`config.mk`:
```
export PLATFORM = sky130hd
export DESIGN_NAME = sound_latch
export DESIGN_NICKNAME = d
export VERILOG_FILES = /design/src/rtl/sound_latch.sv
export SDC_FILE = /design/constraint.sdc
export NUM_CORES = 1
export LEC_CHECK = 0
export CORE_ASPECT_RATIO = 1.2
export CORE_MARGIN = 5
export CORE_UTILIZATION = 30
export CTS_CLUSTER_DIAMETER = 100
export DETAILED_ROUTE_END_ITERATION = 8
export MAX_ROUTING_LAYER = met4
export RECOVER_POWER = 50
export SLEW_MARGIN = 20
export SYNTH_ARGS = -nofsm -noshare
export SYNTH_HDL_FRONTEND = slang
export SYNTH_SLANG_ARGS = --single-unit
```
`constraint.sdc`:
```
create_clock -name clk -period 1.9 [get_ports clk]
set_clock_uncertainty 0.1 [all_clocks]
set_input_delay 0.38 -clock clk [delete_from_list [all_inputs] [get_ports clk]]
set_output_delay 0.38 -clock clk [all_outputs]
set_load 0.01 [all_outputs]
```
`src/rtl/sound_latch.sv`:
```
// sound_latch: main<->sound CPU command/reply mailbox.
// Command writes raise a sound IRQ; reply latch is plain storage.
module sound_latch #(
  parameter int DW       = 16,
  parameter bit IRQ_HOLD = 1'b1
) (
  input  logic          clk,
  input  logic          reset,
  input  logic          m68kp_latch0_cs,
  input  logic          m68kp_latch1_cs,
  input  logic          m68kp_as_n,
  input  logic          m68kp_rw,
  input  logic          m68kp_uds_n,
  input  logic          m68kp_lds_n,
  input  logic [DW-1:0] m68kp_din,
  output logic [DW-1:0] m68kp_dout,
  input  logic          m68ks_latch0_cs,
  input  logic          m68ks_latch1_cs,
  input  logic          m68ks_as_n,
  input  logic          m68ks_rw,
  input  logic          m68ks_uds_n,
  input  logic          m68ks_lds_n,
  input  logic [DW-1:0] m68ks_din,
  output logic [DW-1:0] m68ks_dout,
  input  logic          m68ks_iack,
  output logic          m68ks_irq,
  output logic          cmd_pending,
  output logic          cmd_overrun
);

  localparam int H = DW / 2;

  logic [DW-1:0] cmd_q;
  logic [DW-1:0] reply_q;

  // channel 0: main cmd, 1: sound cmd, 2: sound reply
  logic [2:0] acc;
  logic [2:0] acc_d;
  logic [2:0] armed;
  logic [2:0] start;
  logic [2:0] stop;
  logic       s_rd_q;

  logic p_strb;
  logic s_strb;
  logic wr_cmd;
  logic rd_cmd_end;
  logic wr_reply;

  // main side only reads the reply latch, which has no side effects
  logic unused_ok;
  assign unused_ok = m68kp_latch1_cs;

  function automatic logic [DW-1:0] merge(
    input logic [DW-1:0] old,
    input logic [DW-1:0] din,
    input logic          uds_n,
    input logic          lds_n
  );
    merge = old;
    if (!uds_n) merge[DW-1:H] = din[DW-1:H];
    if (!lds_n) merge[H-1:0] = din[H-1:0];
  endfunction

  assign p_strb = ~m68kp_uds_n | ~m68kp_lds_n;
  assign s_strb = ~m68ks_uds_n | ~m68ks_lds_n;

  assign acc[0] = m68kp_latch0_cs & ~m68kp_as_n & p_strb;
  assign acc[1] = m68ks_latch0_cs & ~m68ks_as_n & s_strb;
  assign acc[2] = m68ks_latch1_cs & ~m68ks_as_n & s_strb;

  // armed stays low after reset until the bus goes idle once
  assign start = acc & ~acc_d & armed;
  assign stop  = ~acc & acc_d;

  assign wr_cmd     = start[0] & ~m68kp_rw;
  assign rd_cmd_end = stop[1] & s_rd_q;
  assign wr_reply   = start[2] & ~m68ks_rw;

  assign m68kp_dout = reply_q;
  assign m68ks_dout = cmd_q;

  always_ff @(posedge clk or posedge reset) begin
    if (reset) begin
      acc_d       <= '0;
      armed       <= '0;
      s_rd_q      <= 1'b0;
      cmd_q       <= '0;
      reply_q     <= '0;
      cmd_pending <= 1'b0;
      cmd_overrun <= 1'b0;
      m68ks_irq   <= 1'b0;
    end else begin
      armed <= armed | ~acc;
      acc_d <= acc & armed;
      if (start[1]) s_rd_q <= m68ks_rw;

      if (wr_cmd)
        cmd_q <= merge(cmd_q, m68kp_din,
                       m68kp_uds_n, m68kp_lds_n);
      if (wr_reply)
        reply_q <= merge(reply_q, m68ks_din,
                         m68ks_uds_n, m68ks_lds_n);

      // a read ending on the same edge clears the old command first
      if (wr_cmd) begin
        cmd_pending <= 1'b1;
        if (cmd_pending && !rd_cmd_end)
          cmd_overrun <= 1'b1;
      end else if (rd_cmd_end) begin
        cmd_pending <= 1'b0;
      end

      if (wr_cmd)
        m68ks_irq <= 1'b1;
      else if (!IRQ_HOLD)
        m68ks_irq <= 1'b0;
      else if (rd_cmd_end || m68ks_iack)
        m68ks_irq <= 1'b0;
    end
  end

endmodule

```
==> results.ini, run 1 <==
[outcome]
status=completed

[global_routing]
grt_max_degree=43
met2_usage_pct=22.17
grt_pass1_wl_um=6693
gr-max-usage-layer=met2
overflow=0
use_met3_pct=2.335
grt_pass1_vias=1383
grt_usage_pct=12.20
grt_antenna_before_repair=0
met1_usage_pct=12.71

[final_layout]
synthToLayoutAreaGrowth_pct=57.58
postLayoutCoreUtil_pct=48.02
finalNetCount=240
antennaDiodeCount=0
fin_area_mm2=0.002668
stdcell_count=258
drive_above_1_share_pct=24.23
final_cell_mix=73 x clkdlybuf4s50_1, 42 x dfrtp_1, 17 x mux2_2
num-fill-cells=523
final_common_cell=clkdlybuf4s50_1

[logic_synthesis]
synth_seq_cells=42
synth.avg_cell_area_um2=16.44
synth_top_area_share_pct=62.08
yosysTopAreaCell=dfrtp_1
yosys_warnings=0
syn_nets=150
synth_area_leaders=dfrtp_1 62%, mux2_4 14%, mux2_2 11%
synth_cells=103
yosysUniqueCellTypes=19
syn_area_mm2=0.001693
seq_area_frac_synth_pct=62.08

[place]
globalplace.congestion=0.7354
place_inst=250
place_ws_ns=-0.2217
io_buffers=80
place_area_mm2=0.002601
dp_hpwl_um=3174

[cts]
clk_latency_ns=0.29
cts_sinks=42
clock-root-buffer=clkbuf_8
cts_hold_buf=0
cts_resized=0
cts_made_buffers=5
path_clk_slew_ns=0.08
htree_levels=2
cts_setup_buffers=0
cts_tree=done
clock_tree.buffer_depth=2

[floorplan]
fp.dieH_um=92.29
die_w_um=78.58
num_rows=30
die_area_mm2=0.007252
initial_core_util_pct=30.47
coreArea_mm2=0.005555
io_pins=82

[detailed_routing]
viasPerCell=4.593
final_antenna_net_count=0
drc=0
drt_iter0_drc=18
drt_wl_total_um=4101
drt-wirelength-per-cell_um=15.90
first_pass_iters=2
vias=1185

[critical_path]
crit_fanout=8
required_ns=1.97
worst_setup_path_end_kind=register
cp-start-kind=input port
reg2reg_slack_ns=0.30
arrival_ns=1.92
reg2reg_depth=2
critical_path_class=in2reg
r2r_end=m68ks_dout[9]$_DFFE_PP0P_
crit-reg2reg-launch=acc_d[0]$_DFF_PP0_

[worst_hold_path]
hold_path_end=cmd_overrun$_DFFE_PP0P_
hold_class=reg2reg
worstHoldStart=cmd_overrun$_DFFE_PP0P_
holdPathStages=2

[power]
peakVddDrop_uv=347.7
power_leakage_nw=1.178
power_density_mw_per_mm2=967.6
finalPower_mw=2.581

[timing]
layout_min_cycle_time_ns=1.848
maxSlewViolCount=0
setup_tns_ns=0
hold-worst-slack_ns=0.3747
rsz0062_at_grt=no
setup_viol=0
max_freq_mhz=541.1
fin_ws_ns=0.05193
worst_pin_slew_ns=1.032
period_share_pct=97.27
hold_viol=0
slew_headroom_pct=31.17

[flow_run]
max_cap_violations=0

## critical path, stage by stage
cell and delay (ns):
dlygate4sd3_1 0.55, or4_4 0.65, mux2_4 0.34
## registers in the layout (all words and copies together), names as in the netlist
name / flops
m68kp_dout: 16
m68ks_dout: 16
acc_d: 3
armed: 3
cmd_overrun: 1
cmd_pending: 1
m68ks_irq: 1
s_rd_q: 1
## layout make-up
type,count,area (um^2),share of cell area [%]
timing repair buffer,85,829.5,31.10
inverter,3,11.26,0.4221
clock inverter,1,5.005,0.1876
tap,64,80.08,3.002
multi-input combinational,56,604.3,22.65
sequential,42,1051,39.40
clock buffer,7,86.33,3.236
## how the worst max path moves through the flow
stage,from,end,slack (ns),depth (start not counted)
after floorplan,m68kp_as_n,m68ks_dout[0]$_DFFE_PP0P_,0.30,4
after global placement,m68kp_latch0_cs,m68ks_dout[12]$_DFFE_PP0P_,-0.18,4
after detailed placement,m68kp_latch0_cs,m68ks_dout[4]$_DFFE_PP0P_,-0.22,4
after CTS,m68kp_latch0_cs,m68ks_dout[4]$_DFFE_PP0P_,0.09,4
after global routing,m68kp_lds_n,m68ks_dout[4]$_DFFE_PP0P_,0.04,3
final,m68kp_lds_n,m68ks_dout[4]$_DFFE_PP0P_,0.05,3
## cells by family (layout without fill, tap and decap cells)
logic type	count (synthesis)	in the layout	share of synthesized area (%)
muxes	33	33	25.50
DFF	42	42	62.08
and+or+nand+nor	15	15	7.317
buffers and inverters	5	96	1.995
AOI/OAI and AO/OA	8	8	3.104
## layer usage
| layer | part of all wire, % | up-vias |
|---|---|---|
| li1 | - | 547 |
| met3 | 3.8 | 6 |
| met4 | 1.9 | 0 |
| met2 | 57 | 34 |
| met5 | 0 | - |
| met1 | 37 | 598 |
## synth_stat cells (all sizes together)
cell	n
a2111o	1
a21oi	4
and3	2
buf	2
dfrtp	42
inv	3
mux2	33
nand2	1
nand2b	1
nand3	2
nand3b	4
nand4b	1
nor4b	2
o21ai	2
o31ai	1
or4	2
## power by group
part	total (mW)	internal [mW]	switching (mW)
clock network	0.586	0.293	0.293
logic	0.818	0.550	0.268
registers	1.18	1.08	0.0990
total	2.58	1.92	0.660
Note: power is estimated with default switching activity, not from simulation.
==> run 2: changes to the inputs <==
==> constraint.sdc (replaced) <==
create_clock -name clk -period 1.9 [get_ports clk]
set_clock_uncertainty 0.1 [all_clocks]
set_input_delay 0.475 -clock clk [delete_from_list [all_inputs] [get_ports clk]]
set_output_delay 0.475 -clock clk [all_outputs]
set_load 0.01 [all_outputs]
==> run 2 against run 1 <==
Critical endpoint is now m68ks_dout[6]$_DFFE_PP0P_; largest cell class unchanged; global-route usage is 0.41 points higher; combinational power is 1% higher; first-iteration DRC count is 61% higher; via count is 0.42% higher; core utilization is 0.52 points higher; sequential power hardly changed.
==> results.ini, run 2 (synthesis results as in run 1) <==
[cts]
htree_levels=2  ; unchanged
clock-root-buffer=clkbuf_8  ; unchanged
path_clk_slew_ns=0.08  ; about the same
clk_latency_ns=0.29  ; about the same
cts_sinks=42  ; unchanged
clock_tree.buffer_depth=2  ; unchanged
cts_resized=0  ; unchanged
cts_hold_buf=0  ; unchanged
cts_made_buffers=5  ; unchanged
cts_tree=done  ; unchanged
cts_setup_buffers=0  ; unchanged

[global_routing]
grt_antenna_before_repair=0  ; unchanged
grt_pass1_wl_um=6789  ; was 6693 um
overflow=0  ; unchanged
grt_pass1_vias=1319  ; was 1383
grt_usage_pct=12.61  ; was 12.20%
grt_max_degree=43  ; unchanged

[timing]
worst_pin_slew_ns=1.047  ; was 1.032 ns
setup_viol=0  ; unchanged
maxSlewViolCount=0  ; unchanged
setup_tns_ns=0  ; unchanged
hold_viol=0  ; unchanged
period_share_pct=99.72  ; was 97.27%
rsz0062_at_grt=no  ; unchanged
max_freq_mhz=527.8  ; was 541.1 MHz
slew_headroom_pct=30.18  ; was 31.17%
layout_min_cycle_time_ns=1.895  ; was 1.848 ns

[critical_path]
required_ns=1.98  ; was 1.97 ns
crit-reg2reg-launch=acc_d[0]$_DFF_PP0_  ; unchanged
cp_slowest_stage_delay_ns=0.53  ; was 0.65 ns
worstSetupStartpoint=m68kp_latch0_cs  ; was m68kp_lds_n
cp-start-kind=input port  ; unchanged
slowest_stage=clkdlybuf4s50_1  ; was or4_4
worstPathCellList=clkdlybuf4s50_1 > nand3b_4 > or4_4 > mux2_4  ; was dlygate4sd3_1 > or4_4 > mux2_4
worst_setup_path_end_kind=register  ; unchanged
critical_path_class=in2reg  ; unchanged
crit_fanout=8  ; unchanged
arrival_ns=1.98  ; was 1.92 ns

[final_layout]
num-fill-cells=512  ; was 523
seqCellArea_mm2=0.001051  ; unchanged
multi_input_comb_area_um2=604.3  ; unchanged
postLayoutCoreUtil_pct=48.54  ; was 48.02%
drive_above_1_share_pct=25.89  ; was 24.23%
stdcell_count=261  ; was 258
final_common_cell=clkdlybuf4s50_1  ; unchanged
final_cell_mix=75 x clkdlybuf4s50_1, 42 x dfrtp_1, 17 x mux2_2  ; was 73 x clkdlybuf4s50_1, 42 x dfrtp_1, 17 x mux2_2
finalNetCount=243  ; was 240
fin_area_mm2=0.002696  ; was 0.002668 mm^2
synthToLayoutAreaGrowth_pct=59.28  ; was 57.58%
antennaDiodeCount=0  ; unchanged

[detailed_routing]
drc=0  ; unchanged
drt_wl_total_um=4247  ; was 4101 um
drt_iter0_drc=29  ; was 18
final_antenna_net_count=0  ; unchanged
viasPerCell=4.559  ; was 4.593
drt-wirelength-per-cell_um=16.27  ; was 15.90 um
first_pass_iters=3  ; was 2
vias=1190  ; was 1185

[place]
globalplace.congestion=0.7186  ; was 0.7354
place_area_mm2=0.002624  ; was 0.002601 mm^2
place_inst=253  ; was 250
dp_hpwl_um=3341  ; was 3174 um
io_buffers=80  ; unchanged

[floorplan]
coreArea_mm2=0.005555  ; unchanged
initial_core_util_pct=30.47  ; unchanged
die_area_mm2=0.007252  ; unchanged
num_rows=30  ; unchanged
io_pins=82  ; unchanged
die_w_um=78.58  ; unchanged
fp.dieH_um=92.29  ; unchanged

[power]
power_density_mw_per_mm2=966.6  ; was 967.6 mW/mm^2
p_switching_mw=0.6802  ; was 0.6599 mW
peakVddDrop_uv=512.3  ; was 347.7 uV
switching_share_pct=26.10  ; was 25.56%
finalPower_mw=2.606  ; was 2.581 mW
seq_power_share_pct=45.2  ; was 45.6%
pwr-share-clk_pct=23.1  ; was 22.7%
power_leakage_nw=1.193  ; was 1.178 nW
combPwrFrac_pct=31.7  ; about the same
internal_power_mw=1.926  ; was 1.921 mW

[flow_run]
max_cap_violations=0  ; unchanged

[worst_hold_path]
hold_class=reg2reg  ; unchanged
worstHoldStart=m68kp_dout[0]$_DFFE_PP0P_  ; was cmd_overrun$_DFFE_PP0P_

[outcome]
status=completed  ; unchanged

==> run 2: changes by cell type in the layout (fill, tap and decap cells not counted), sizes merged <==
cell           delta
buf               +4
clkdlybuf4s50     +2
clkinvlp          +1
dlygate4sd3       -2
clkbuf            -2
==> run 2: final timing paths <==
check                                       endpoint  cells past startpoint  slack (ns)
min                        m68kp_dout[0]$_DFFE_PP0P_                      1        0.40
min in group asynchronous    cmd_overrun$_DFFE_PP0P_                      3        0.72
max reg2reg                m68ks_dout[6]$_DFFE_PP0P_                      2        0.31
max in group asynchronous  m68kp_dout[4]$_DFFE_PP0P_                      3        0.34
min reg2reg                m68kp_dout[0]$_DFFE_PP0P_                      1        0.40
max                        m68ks_dout[6]$_DFFE_PP0P_                      4       0.005
==> run 2: per-layer routing <==
layer | track usage (%) | share of wire (%) | wire (um)
met1 | 13.37 | 35 | 1470
met2 | 21.95 | 58 | 2467
met3 | 3.210 | 4.8 | 202
met5 | - | 0 | 0
met4 | 5.685 | 2.5 | 107
==> run 2: power by group through the flow <==
| stage | logic [mW] | registers (mW) | clock network, mW |
|---|---|---|---|
| 2_1_floorplan | 0.241 | 1.27 | 0 |
| 3_3_place_gp | 0.835 | 1.18 | 0 |
| 3_5_place_dp | 0.855 | 1.20 | 0 |
| 4_1_cts | 0.859 | 1.18 | 0.637 |
| 5_1_grt | 0.875 | 1.21 | 0.675 |
| 6_report | 0.827 | 1.18 | 0.601 |
==> run 2: area by class of cell <==
type,instances,share of cell area (%)
timing repair buffer,88,31.69
sequential,42,38.98
tap,64,2.970
clock buffer,6,3.063
clock inverter,2,0.4640
multi-input combinational,56,22.41
inverter,3,0.4176
==> run 2: critical path, delay by kind of cell <==
kind	cells	cell delay, ns
simple gates	2	0.63
buf+inv	1	0.53
mux	1	0.34
==> run 2: stage by stage <==
step / hold WS, ns / setup slack [ns]
global route: 0.4341 / 0.008997
finish: 0.4017 / 0.005340
global placement: 0.3544 / -0.2704
floorplan: 0.3535 / 0.2041
detailed placement: 0.3901 / -0.3037
CTS: 0.4100 / 0.01266
==> run 3: changes to the inputs <==
- CTS_BUF_LIST: not set -> sky130_fd_sc_hd__clkbuf_4
- REMOVE_ABC_BUFFERS: not set -> 1
==> run 3 against run 2 <==
Fmax up 0.44%; count of clock-buffer cells in the layout decreased by 1; non-clock buffer count up 1; largest power group unchanged; global-route usage is 0.35 points lower; highest routed layer unchanged; critical endpoint is now m68ks_dout[15]$_DFFE_PP0P_; die area unchanged; sequential share of layout area fell by 0.52 points; critical path type unchanged.
==> results.ini, run 3 (synthesis results as in run 1) <==
[cts]
htree_levels=2  ; unchanged
cts_sinks=42  ; unchanged
cts_made_buffers=5  ; unchanged
clock-root-buffer=clkbuf_4  ; was clkbuf_8
cts_hold_buf=0  ; unchanged
clk_latency_ns=0.34  ; was 0.29 ns
cts_tree=done  ; unchanged
path_clk_slew_ns=0.12  ; was 0.08 ns
clock_tree.buffer_depth=2  ; unchanged

[timing]
worst_pin_slew_ns=1.052  ; was 1.047 ns
hold-worst-slack_ns=0.3792  ; was 0.4017 ns
period_share_pct=99.28  ; was 99.72%
slew_headroom_pct=29.86  ; was 30.18%
layout_min_cycle_time_ns=1.886  ; was 1.895 ns
rsz0062_at_grt=no  ; unchanged
setup_viol=0  ; unchanged
fin_ws_ns=0.01373  ; was 0.005340 ns
hold_viol=0  ; unchanged
max_freq_mhz=530.1  ; was 527.8 MHz
maxSlewViolCount=0  ; unchanged

[critical_path]
worst_setup_path_end_kind=register  ; unchanged
slowest_stage=or4_4  ; was clkdlybuf4s50_1
reg2reg_slack_ns=0.30  ; was 0.31 ns
crit_fanout=8  ; unchanged
cp_slowest_stage_delay_ns=0.65  ; was 0.53 ns
reg2reg_depth=3  ; was 2
cp-start-kind=input port  ; unchanged
crit-reg2reg-launch=armed[0]$_DFF_PP0_  ; was acc_d[0]$_DFF_PP0_
arrival_ns=2.02  ; was 1.98 ns
r2r_end=m68ks_dout[0]$_DFFE_PP0P_  ; was m68ks_dout[6]$_DFFE_PP0P_
worstPathCellList=dlygate4sd3_1 > or4_4 > mux2_4  ; was clkdlybuf4s50_1 > nand3b_4 > or4_4 > mux2_4
critical_path_class=in2reg  ; unchanged
required_ns=2.04  ; was 1.98 ns

[global_routing]
overflow=0  ; unchanged
grt_max_degree=43  ; unchanged
grt_pass1_wl_um=6720  ; was 6789 um
grt_antenna_before_repair=0  ; unchanged
grt_usage_pct=12.27  ; was 12.61%
grt_pass1_vias=1341  ; was 1319

[detailed_routing]
drt-wirelength-per-cell_um=15.82  ; was 16.27 um
drt_wl_total_um=4146  ; was 4247 um
final_antenna_net_count=0  ; unchanged
drc=0  ; unchanged
drt_iter0_drc=15  ; was 29
vias=1189  ; was 1190
viasPerCell=4.538  ; was 4.559
first_pass_iters=3  ; unchanged

[final_layout]
finalNetCount=244  ; was 243
final_common_cell=clkdlybuf4s50_1  ; unchanged
num-fill-cells=519  ; was 512
postLayoutCoreUtil_pct=49.19  ; was 48.54%
antennaDiodeCount=0  ; unchanged
drive_above_1_share_pct=25.76  ; was 25.89%
synthToLayoutAreaGrowth_pct=61.42  ; was 59.28%
final_cell_mix=66 x clkdlybuf4s50_1, 42 x dfrtp_1, 17 x mux2_2  ; was 75 x clkdlybuf4s50_1, 42 x dfrtp_1, 17 x mux2_2

[place]
io_buffers=80  ; unchanged
dp_hpwl_um=3219  ; was 3341 um
place_ws_ns=-0.3091  ; was -0.3037 ns
globalplace.congestion=0.6710  ; was 0.7186

[outcome]
status=completed  ; unchanged

[power]
peakVddDrop_uv=343.4  ; was 512.3 uV
power_leakage_nw=1.287  ; was 1.193 nW
power_density_mw_per_mm2=982.1  ; was 966.6 mW/mm^2

[worst_hold_path]
hold_path_end=cmd_overrun$_DFFE_PP0P_  ; was m68kp_dout[0]$_DFFE_PP0P_
hold_class=reg2reg  ; unchanged
holdPathStages=2  ; was 1
worstHoldStart=cmd_overrun$_DFFE_PP0P_  ; was m68kp_dout[0]$_DFFE_PP0P_

[floorplan]
coreArea_mm2=0.005555  ; unchanged
initial_core_util_pct=30.47  ; unchanged
die_area_mm2=0.007252  ; unchanged
num_rows=30  ; unchanged
fp.dieH_um=92.29  ; unchanged
die_w_um=78.58  ; unchanged
io_pins=82  ; unchanged

[flow_run]
max_cap_violations=0  ; unchanged

[run 3: worst max-delay path, delay by kind of cell]
family	cells	cell delay, ns
buf+inv	1	0.55
simple gates	1	0.65
mux	1	0.34
[run 3: how the worst max path moves through the flow]
stage | start | to | slack (ns) | cells after the start
floorplan | m68kp_as_n | m68ks_dout[0]$_DFFE_PP0P_ | 0.23 | 3
global placement | m68kp_latch0_cs | m68ks_dout[1]$_DFFE_PP0P_ | -0.27 | 4
detailed placement | m68kp_latch0_cs | m68ks_dout[14]$_DFFE_PP0P_ | -0.31 | 4
CTS | cmd_pending$_DFFE_PP0P_ | cmd_pending | 0.003 | 1
global route | m68ks_dout[11]$_DFFE_PP0P_ | m68ks_dout[11] | 0.0004 | 1
finish | m68kp_uds_n | m68ks_dout[15]$_DFFE_PP0P_ | 0.01 | 3
[run 3: routing by layer]
layer	GRT usage, %	routed length (um)	up-vias
met2	21.39	2305	36
li1	-	-	559
met1	12.85	1540	585
met4	5.977	129	0
met5	-	0	-
met3	3.016	169	9
[run 3: metrics by stage]
step	cells	TNS [ns]	cell area, um^2	power (mW)
finish	262	0	2733	2.684
CTS	261	0	2725	2.753
global route	262	0	2733	2.831
floorplan	101	0	1670	1.508
global placement	253	-5.808	2624	2.018
detailed placement	253	-7.141	2624	2.049
[run 3: area by class of cell]
type,instances,area [um^2],area share (%)
Clock buffer,5,37.54,1.374
Clock inverter,3,63.81,2.335
Inverter,3,11.26,0.4121
Multi-Input combinational cell,56,604.3,22.12
Sequential cell,42,1051,38.46
Tap cell,64,80.08,2.930
Timing Repair Buffer,89,884.6,32.37
[run 3: repair_timing]
item	in CTS	in global routing
gates resized for setup	0	11
setup buffers	0	1
endpoints found under the setup margin	0	12
[run 3: power breakdown]
group          internal, mW  switching (mW)
clock network         0.406           0.280
logic                 0.556           0.269
registers              1.08          0.0972
